`src/rtl/fsm_data_collector.sv`:
```
// Collects data1/data2 samples from an upstream FSM into a FIFO and hands them to a
// ready/valid consumer, pulsing o_release once the frame has fully drained.
module fsm_data_collector #(
    parameter int DEPTH = 16,
    parameter int DW    = 8
) (
    input  logic          clk,
    input  logic          rst,
    input  logic [3:0]    i_state,
    input  logic [DW-1:0] i_data1,
    input  logic [DW-1:0] i_data2,
    input  logic          i_ready,
    output logic          o_valid,
    output logic [DW-1:0] o_data,
    output logic          o_tag,
    output logic          o_release,
    output logic          o_overflow,
    output logic [7:0]    o_drop_cnt,
    output logic [7:0]    o_frame_cnt,
    output logic          o_illegal
);

    localparam int AW = $clog2(DEPTH);

    localparam logic [3:0] UP_STATE1 = 4'b0000;
    localparam logic [3:0] UP_STATE2 = 4'b0001;
    localparam logic [3:0] UP_STATE3 = 4'b0010;
    localparam logic [3:0] UP_STATE4 = 4'b0100;

    typedef enum logic [2:0] {
        IDLE,
        CAP1,
        CAP2,
        DRAIN,
        REL
    } ctrl_e;

    ctrl_e          state_q, state_d;
    logic [AW:0]    wr_ptr_q, rd_ptr_q;
    logic [DW:0]    mem_q [DEPTH];
    logic           overflow_q, illegal_q;
    logic [7:0]     drop_cnt_q, frame_cnt_q;

    logic           up_s1, up_s2, up_s3, up_s4;
    logic           empty, full, push_req, push_ok, pop, drop;
    logic [DW:0]    push_word, head_word;

    assign up_s1 = (i_state == UP_STATE1);
    assign up_s2 = (i_state == UP_STATE2);
    assign up_s3 = (i_state == UP_STATE3);
    assign up_s4 = (i_state == UP_STATE4);

    // Extra pointer MSB tells full from empty when the index bits coincide.
    assign empty = (wr_ptr_q == rd_ptr_q);
    assign full  = (wr_ptr_q[AW] != rd_ptr_q[AW]) &&
                   (wr_ptr_q[AW-1:0] == rd_ptr_q[AW-1:0]);

    assign push_req  = (up_s2 && (state_q == IDLE || state_q == CAP1)) ||
                       (up_s3 && (state_q == CAP1 || state_q == CAP2));
    assign push_word = up_s3 ? {1'b1, i_data2} : {1'b0, i_data1};
    assign pop       = !empty && i_ready;
    assign push_ok   = push_req && (!full || pop);
    assign drop      = push_req && full && !pop;

    // NOTE: every output of a combinational block gets a default first so no latch is inferred.
    always_comb begin
        state_d = state_q;
        case (state_q)
            IDLE:  if (up_s2) state_d = CAP1;
            CAP1:  if (up_s3) state_d = CAP2;
                   else if (up_s1) state_d = IDLE;
            CAP2:  if (up_s4) state_d = DRAIN;
                   else if (up_s1) state_d = IDLE;
            DRAIN: if (empty && !push_req) state_d = REL;
            REL:   state_d = IDLE;
            default: state_d = IDLE;
        endcase
    end

    // NOTE: sequential state uses non-blocking assignments so all registers update together.
    always_ff @(posedge clk) begin
        if (rst) begin
            state_q     <= IDLE;
            wr_ptr_q    <= '0;
            rd_ptr_q    <= '0;
            overflow_q  <= 1'b0;
            illegal_q   <= 1'b0;
            drop_cnt_q  <= 8'd0;
            frame_cnt_q <= 8'd0;
        end else begin
            state_q <= state_d;
            if (push_ok) wr_ptr_q <= wr_ptr_q + (AW+1)'(1);
            if (pop)     rd_ptr_q <= rd_ptr_q + (AW+1)'(1);
            if (drop) begin
                overflow_q <= 1'b1;
                if (drop_cnt_q != 8'hFF) drop_cnt_q <= drop_cnt_q + 8'd1;
            end
            if (state_q == REL) frame_cnt_q <= frame_cnt_q + 8'd1;
            if (!(up_s1 || up_s2 || up_s3 || up_s4)) illegal_q <= 1'b1;
        end
    end

    // NOTE: storage is not reset; resetting the pointers is enough to mark it empty.
    always_ff @(posedge clk) begin
        if (push_ok) mem_q[wr_ptr_q[AW-1:0]] <= push_word;
    end

    assign head_word   = mem_q[rd_ptr_q[AW-1:0]];
    assign o_valid     = !empty;
    assign o_data      = head_word[DW-1:0];
    assign o_tag       = head_word[DW];
    assign o_release   = (state_q == REL);
    assign o_overflow  = overflow_q;
    assign o_drop_cnt  = drop_cnt_q;
    assign o_frame_cnt = frame_cnt_q;
    assign o_illegal   = illegal_q;

endmodule

```
`config.mk`:
```
export PLATFORM = sky130hd
export DESIGN_NAME = fsm_data_collector
export DESIGN_NICKNAME = d
export VERILOG_FILES = /design/src/rtl/fsm_data_collector.sv
export SDC_FILE = /design/constraint.sdc
export NUM_CORES = 1
export LEC_CHECK = 0
export BUFFER_PORTS_ARGS = -buffer_cell sky130_fd_sc_hd__buf_4
export CAP_MARGIN = 20
export CORE_ASPECT_RATIO = 0.75
export CORE_MARGIN = 4
export CORE_UTILIZATION = 64
export DETAILED_ROUTE_END_ITERATION = 10
export PLACE_DENSITY = 0.84
export RECOVER_POWER = 100
export SYNTH_ARGS = -nofsm -noshare
export SYNTH_HDL_FRONTEND = slang
export SYNTH_SLANG_ARGS = --single-unit
```
`constraint.sdc`:
```
create_clock -name clk -period 5.63 [get_ports clk]
set_input_delay 0 -clock clk [delete_from_list [all_inputs] [get_ports clk]]
set_output_delay 0 -clock clk [all_outputs]
set_load 0.05 [all_outputs]
```
### Word level (Yosys, flattened, before mapping)

Memories as Yosys holds them, arrays and structs flattened. A register that Yosys moved wholly into a read port is not among the register bits.
Cells that the tools add are included.

* ROM bits: 0
* bits in latches: 0
* bits of input ports: 23
* logic and storage cells: 59
* memories: 1
* output and inout port bits: 29
* memory bits (writable): 144
* register bits after elaboration: 31

* equal/unequal tests: 13
* bitwise gates (word level): 0
* magnitude comparators: 0
* add/sub/neg operators: 4
* reduce and logical (&&, ||, !) cells: 23
* multiply operators: 0
* shift-type cells: 0
* div/mod/pow operators: 0
* multiplexer cells: 11

Memory list
* mem_q: depth 16, bits a word 9, rd ports 1, clocked after Yosys merged registers in 1, write ports 1, line 40 `logic [DW:0] mem_q [DEPTH];`

Operators by type and width (count)
* $add 8x1->8 const B: 2
* $mux 3: 5
* $pmux 3 s4: 1
* $add 5x1->5 const B: 2
* $mux 9: 1
* $logic_and 1x1->1: 8
* $mux 4: 2
* $ne 8x8->1 const B: 1
* $logic_or 1x1->1: 7
* $eq 3x2->1 const B: 2
* $eq 5x5->1: 1
* $eq 4x1->1 const B: 1
* $eq 4x2->1 const B: 1
* $eq 4x3->1 const B: 1
* $eq 4x4->1: 1
* $logic_not 1->1: 4
* $logic_not 4->1: 1
* $ne 2x2->1 const B: 2
* $reduce_and 2->1: 2
* $eq 3x1->1 const B: 1
* $eq 3x3->1 const B: 1
* $logic_not 3->1: 1
* $mux 1: 2
* $ne 1x1->1: 1

### Depth between registers and ports, before layout

Gate-level depths: netlist (run 1).

* depth in word-level cells: 8
* gate-level depth with buffers: 7
* mapped depth without buffers: 6

### Worst setup path after synthesis (run 1)

Ideal clock, no wire load.

* path type: reg2reg
* from: register state_q[1]
* to: memory mem_q[0][0] (netlist bit) (enable)
* clock period less this slack: 2.485 ns
* path buffers: 2
* path slack: 3.145 ns
* cell stages (with the launch flop): 8
* arrival time: 2.098 ns
* library setup time: 0.387 ns
* path through: dfxtp_1 > buf_2 > nor4bb_1 > o31a_2 > a21boi_2 > clkbuf_2 > nand2_1 > nor3_1

* longest elaborated chain between the ends: 7
* elaborated cells on any way between the ends: 11
* those cells by class: 2 x eq/ne; 2 x mux; 7 x reduce/logical

RTL lines
* start, declared: line 38 `ctrl_e state_q, state_d;`
* start signal, assigned: line 91 `state_q <= state_d;`
* $eq 3x1->1, or another cell as far along: line 58, 59
* $logic_or 1x1->1, on equally long branches: line 58, 59
* $logic_and 1x1->1, on equally long branches: line 58, 59
* $logic_or 1x1->1 (*): line 58 `assign push_req = (up_s2 && (state_q == IDLE || state_q == CAP1)) ||`
* $logic_and 1x1->1 (*): line 62 `assign push_ok = push_req && (!full || pop);`
* $mux 1 (*): line 105 `if (push_ok) mem_q[wr_ptr_q[AW-1:0]] <= push_word;`
* $mux 1 (not written as such) (*): line 105
* end, declared: line 40

Mark *: on every way between the ends. The rest lies on a longest branch, timed or not.

### Worst setup path after layout (run 1)

* from: register wr_ptr_q[2]
* to: memory mem_q[2][6] (netlist bit) (enable)

* longest elaborated chain between the ends: 7
* elaborated cells on any way between the ends: 10
* those cells by class: 2 x eq/ne; 2 x mux; 6 x reduce/logical

RTL lines
* start, declared: line 39 `logic [AW:0] wr_ptr_q, rd_ptr_q;`
* start signal, assigned: line 92 `if (push_ok) wr_ptr_q <= wr_ptr_q + (AW+1)'(1);`
* $eq 5x5->1 or $eq 4x4->1 (tied branches): line 54, 56
* $logic_not 1->1 or $logic_and 1x1->1 (tied branches): line 61, 55
* $logic_and 1x1->1 or $logic_not 1->1 (tied branches): line 61, 62
* $logic_or 1x1->1: line 62
* $logic_and 1x1->1: line 62
* $mux 1: line 105
* $mux 1 (not written as such): line 105

Parallel ways exist; a longest one is shown, timed or not.

==> impl_metrics.tcl, run 1 <==
set metrics [dict create \
    slew_viol_final 12 \
    critical_path_peak_fanout 13 \
    drt_iter0_drc 462 \
    ys_async_sr_fraction_pct 0 \
    synth_edf_count 144 \
    startpoint_type "register" \
    synth_ff_type "edfxtp_1" \
    crit_chain "xor2_1, nor4_1, a21boi_0, nand2_1, nor3_1, clkbuf_1" \
    drive_gt1_share_pct 21.4 \
    holdCritPathClass "in2reg" \
    skew_ns 0.0101 \
    clkTransAtPathRegs_ns 0.07 \
    nets 507 \
    multi_input_area_mm2 0.00212 \
    die_x_um 131 \
    worstSetupPathType "reg2reg" \
    p_switching_mw 0.596 \
    grt_pass1_vias 4140 \
    num_vias 4094 \
    cts_setup_buffers 0 \
    power_per_cell_area_mw_per_mm2 330 \
    register_area_mm2 0.00503 \
    worst_slew_margin_rel_pct -7.01 \
    first_pass_iters 5 \
    clock_power_share_pct 42.6 \
    fin_hold_ws_ns 0.0151 \
    leakage_nw 2.69 \
    grt_use_total_pct 25.7 \
    fill_cells 641 \
    area_growth_pct 13.7 \
    slowest_stage "nor4_1" \
    final_util_pct 75.2 \
    ir_drop_uv 270 \
    p_seq_share_pct 52.5 \
    cts_tree "built" \
    grt_max_degree 37 \
    finalHoldViolCount 0 \
    io_pins 52 \
    gp_congestion 0.803 \
    critical_path.top_delay_family "simple AND/OR/NAND/NOR gates" \
    violations "max-capacitance violations, max-slew violations" \
    vias_per_cell 6.50 \
    crit_path_end_kind "register" \
    finalSetupTns_ns 0 \
    arrival_ns 3.97 \
    clock_latency_ns 0.43 \
    drv_cap 1 \
    portBuffers 51 \
    antenna_found_initial 0 \
    post-route-period-util_pct 68.8 \
    required_ns 5.73 \
    core_mm2 0.0110 \
    period_minus_slack_ns 3.87 \
    synth.cell_area_mm2 0.00729 \
    root_buffer "clkbuf_16" \
    setup_violations 0 \
    p_total_mw 2.74 \
    ant_nets 0 \
    rows 33 \
    diodes 0 \
    syn_nets 444 \
    status "complete, but fails checks" \
    ys_warn_count 0 \
    pwr-share-comb_pct 4.9 \
    dpl.hpwl_um 9630 \
    max_stage_delay_ns 1.27 \
    ys_ff_latch 179 \
    cts_made_buffers 17 \
    layout_common_cells "edfxtp_1 (144), mux4_2 (45), dfxtp_1 (34)" \
    ctsResizeCount 0 \
    worst_slew_pin_slew_ns 1.59 \
    die_h_um 100 \
    internal_power_mw 2.14 \
    netlist_instances 414 \
    fmax_mhz 258 \
    grt_pass1_wl_um 24800 \
    syn_area_per_cell_um2 17.6 \
    initial_core_util_pct 66.1 \
    wirelength_um 15900 \
    cts_htree_levels 4 \
    crit_buf_inv 1 \
    switching_share_pct 21.8 \
    yosysSeqAreaShare_pct 68.9 \
    layout_commonest_cell "edfxtp_1" \
    fp.dieArea_mm2 0.0132 \
    clkSinkCount 179 \
    yosysUniqueCellTypes 50 \
    clockBufferDepth 2 \
    rsz0062_at_grt "false" \
    wire_per_inst_um 25.2 \
    grt-ovfl-total 0 \
    drcViolationCount 0 \
]
-- sequential cells by signal, indices dropped and copies added (netlist names), named ones only --
name         count
mem_q          144
o_drop_cnt       8
o_frame_cnt      8
rd_ptr_q         5
wr_ptr_q         5
state_q          3
o_illegal        1
o_overflow       1
-- synth_stat cells (2+ instances only) --
library cell / number / area share [%]
a31oi_1: 2 / 0.17
ha_1: 7 / 1.2
nand3_1: 6 / 0.41
a21oi_1: 8 / 0.55
buf_1: 2 / 0.10
or3_1: 3 / 0.26
nor2b_1: 4 / 0.34
mux2i_1: 4 / 0.55
edfxtp_1: 144 / 59
buf_2: 6 / 0.41
and2_1: 3 / 0.26
nor2_1: 31 / 1.6
nor3_1: 8 / 0.55
dfxtp_1: 35 / 9.6
and4_1: 3 / 0.36
clkbuf_1: 8 / 0.41
xnor2_1: 8 / 0.96
nor4bb_1: 2 / 0.27
mux4_2: 45 / 14
mux2_2: 9 / 1.4
buf_6: 2 / 0.31
xor2_1: 12 / 1.4
nand2_1: 9 / 0.46
or4_1: 3 / 0.31
and3_1: 9 / 0.77
nand4_1: 9 / 0.77
inv_1: 5 / 0.26
o21ai_0: 5 / 0.34
-- kinds of logic after synthesis --
family                     synth area share [%]
buffers and inverters                      1.56
xor gates and xnor gates                   2.40
and+or+nand+nor                            7.50
DFF                                        68.9
muxes                                      15.8
adders and majority gates                  1.34
AOI/OAI and AO/OA                          2.45
-- power groups by stage --
stage / combinational [mW] / clock (mW) / sequential, mW
6_report: 0.133 / 1.17 / 1.44
4_1_cts: 0.141 / 1.17 / 1.44
2_1_floorplan: 0.0899 / 0 / 1.47
3_3_place_gp: 0.130 / 0 / 1.46
5_1_grt: 0.144 / 1.23 / 1.44
3_5_place_dp: 0.136 / 0 / 1.46
-- what timing repair did --
action                                 in CTS  in global routing
setup endpoints to repair                   0                  0
endpoints found under the hold margin      25                  0
hold buffers                                5                  0
-- worst reg2reg max path, stage by stage (launching register included) --
cell and delay (ns):
dfxtp_1 0.54, xor2_1 0.14, nor4_1 1.27, a21boi_0 0.89, nand2_1 0.31, nor3_1 0.08
clkbuf_1 0.31
-- worst paths after layout --
kind | startpoint | cells past startpoint | end | slack, ns
worst max-delay path | wr_ptr_q[2]$_SDFFE_PP0P_ | 6 | mem_q[2][6]$_DFFE_PP_ | 1.76
worst min-delay path | i_ready | 4 | o_overflow$_SDFFE_PP0P_ | 0.02
worst max register to register | wr_ptr_q[2]$_SDFFE_PP0P_ | 6 | mem_q[2][6]$_DFFE_PP_ | 1.76
worst min register to register | o_overflow$_SDFFE_PP0P_ | 2 | o_overflow$_SDFFE_PP0P_ | 0.45
-- metrics by stage --
| stage | instances | area [µm²] | setup slack [ns] |
|---|---|---|---|
| 2_1_floorplan | 414 | 7290 | 3.15 |
| 3_5_place_dp | 593 | 7820 | 2.87 |
| 5_1_grt | 630 | 8290 | 1.33 |
| 4_1_cts | 630 | 8450 | 2.74 |
| 6_report | 630 | 8290 | 1.76 |
| 3_3_place_gp | 592 | 7810 | 2.76 |
-- per-layer routing --
metal,up-vias,part of all wire [%],global-route usage [%]
li1,1784,-,-
met1,2072,43,37.6
met2,215,48,40.0
met3,23,8.2,5.31
met4,0,1.6,8.56
met5,-,0,0
-- layout make-up --
type | count | area share (%)
sequential | 179 | 60.6
clock buffer | 17 | 5.13
clock inverter | 15 | 1.92
timing repair buffer | 63 | 4.33
inverter | 5 | 0.226
tap | 140 | 2.11
multi-input combinational | 211 | 25.6
Power figures use the tool's default switching activity.
==> inputs of run 2 (changes only) <==
- CORE_UTILIZATION: 64 -> 60
- PLACE_DENSITY: 0.84 -> 0.79
- clock period: 5.63 -> 3.6 ns (I/O delays scaled with it)
==> run 2 against run 1 <==
Net effect:
- the run now ends clean
- via count shrank 2.0%
- critical endpoint is now mem_q[1][6]$_DFFE_PP_
- highest routed layer is now met5
- wire length decreased by 1.8%
- fmax up 23%
- first-iteration DRC count is 24% lower
==> impl_metrics.tcl, run 2 (synthesis results as in run 1) <==
set metrics [dict create \
    status "finished, final reports clean" \
    root_buffer "clkbuf_16" \
    required_ns 3.66 \
    grt_use_total_pct 24.1 \
    ctsResizeCount 0 \
    grt_max_degree 37 \
    diodes 0 \
    core_mm2 0.0117 \
    drt_iter0_drc 350 \
    fmax_mhz 319 \
    multi_input_area_mm2 0.00214 \
    antenna_found_initial 1 \
    finalSetupTns_ns 0 \
    slew_viol_final 0 \
    startpoint_type "register" \
    grt_pass1_wl_um 23900 \
    setup_violations 0 \
    worst_slew_margin_rel_pct 2.50 \
    place_ws_ns 0.837 \
    setup_ws_ns 0.461 \
    die_h_um 103 \
    wire_per_inst_um 23.9 \
    drcViolationCount 0 \
    largest_register_ffs 144 \
    cts_tree "built" \
    layout_common_cells "edfxtp_1 (144), mux4_2 (45), dfxtp_1 (34)" \
    vias_per_cell 6.14 \
    clock_latency_ns 0.43 \
    highest_layer "met5" \
    grt_pass1_vias 3990 \
    fp.dieArea_mm2 0.0140 \
    ir_drop_uv 425 \
    post-route-period-util_pct 87.2 \
    placed_area_mm2 0.00785 \
    fill_cells 756 \
    clkSinkCount 179 \
    critical_path_peak_fanout 13 \
    drv_cap 0 \
    arrival_ns 3.20 \
    die_x_um 135 \
    rows 34 \
    clockBufferDepth 2 \
    power_per_cell_area_mw_per_mm2 523 \
    crit_path_end_kind "register" \
    wl_met1_um 6680 \
    rsz0062_at_grt "false" \
    worst_slew_pin_slew_ns 1.46 \
    dpl.hpwl_um 9560 \
    cts_made_buffers 17 \
    holdCritPathClass "in2reg" \
    final_util_pct 71.5 \
    layout_commonest_cell "edfxtp_1" \
    stdcell_area_mm2 0.00839 \
    initial_core_util_pct 62.1 \
    clkTransAtPathRegs_ns 0.07 \
    ant_nets 0 \
    io_pins 52 \
    worstSetupPathType "reg2reg" \
    portBuffers 51 \
    skew_ns 0.00808 \
    gp_congestion 0.890 \
    max_stage_delay_ns 0.63 \
    wl_met3_um 1390 \
    register_area_mm2 0.00503 \
    drive_gt1_share_pct 23.0 \
    wl_met2_um 7290 \
    nets 508 \
    slowest_stage "clkbuf_1" \
    grt-ovfl-total 0 \
    leakage_nw 2.75 \
    period_minus_slack_ns 3.14 \
    first_pass_iters 5 \
    wirelength_um 15600 \
    finalHoldViolCount 0 \
    area_growth_pct 15.1 \
    crit_chain "xnor2_1, nor2_1, a21boi_2, nand2_1, nor3_1, clkbuf_1" \
    num_vias 4011 \
    cts_htree_levels 4 \
]
[run 2: critical path, delay by kind of cell, from the launching register on]
| family | cells | cell delay (ns) |
|---|---|---|
| AOI/OAI and AO/OA | 1 | 0.52 |
| and+or+nand+nor | 3 | 0.70 |
| buffers and inverters | 1 | 0.63 |
| DFF | 1 | 0.33 |
| xor gates and xnor gates | 1 | 0.59 |
[run 2: per-layer routing]
layer / vias to the layer above / GRT usage, %
met2: 194 / 36.0
li1: 1785 / -
met5: - / 0
met1: 2009 / 34.9
met3: 21 / 7.79
met4: 2 / 6.58
[run 2: timing repair]
action / 4_1_cts / 5_1_grt
hold buffers: 5 / 0
hold endpoints to repair: 27 / 0
buffers inserted: 0 / 0
[run 2: layout make-up]
class / instances / share of cell area [%]
Clock inverter: 13 / 2.19
Tap cell: 162 / 2.42
Clock buffer: 19 / 5.16
Timing Repair Buffer: 64 / 4.64
Sequential cell: 179 / 59.9
Inverter: 5 / 0.224
Multi-Input combinational cell: 211 / 25.5
[run 2: path summary, 6_finish.rpt]
check,from,to,slack (ns),depth (start not counted)
worst min register to register,o_overflow$_SDFFE_PP0P_,o_overflow$_SDFFE_PP0P_,0.48,2
worst max-delay path,rd_ptr_q[4]$_SDFFE_PP0N_,mem_q[1][6]$_DFFE_PP_,0.46,6
worst max register to register,rd_ptr_q[4]$_SDFFE_PP0N_,mem_q[1][6]$_DFFE_PP_,0.46,6
worst min-delay path,i_state[2],state_q[0]$_SDFFE_PP0P_,0.01,4
[run 2: where the power goes]
| group | internal, mW | total [mW] | switching [mW] |
|---|---|---|---|
| combinational | 0.0847 | 0.212 | 0.127 |
| clock | 1.16 | 1.93 | 0.769 |
| sequential | 2.24 | 2.25 | 0.00441 |
[run 2: through the flow]
step                      cells  total power, mW  hold slack [ns]
final                       653             4.39           0.0120
after global routing        653             4.51           0.0163
after CTS                   653             4.41          0.00396
after detailed placement    616             2.50            0.300
after global placement      616             2.50            0.278
after floorplan             414             2.43            0.125
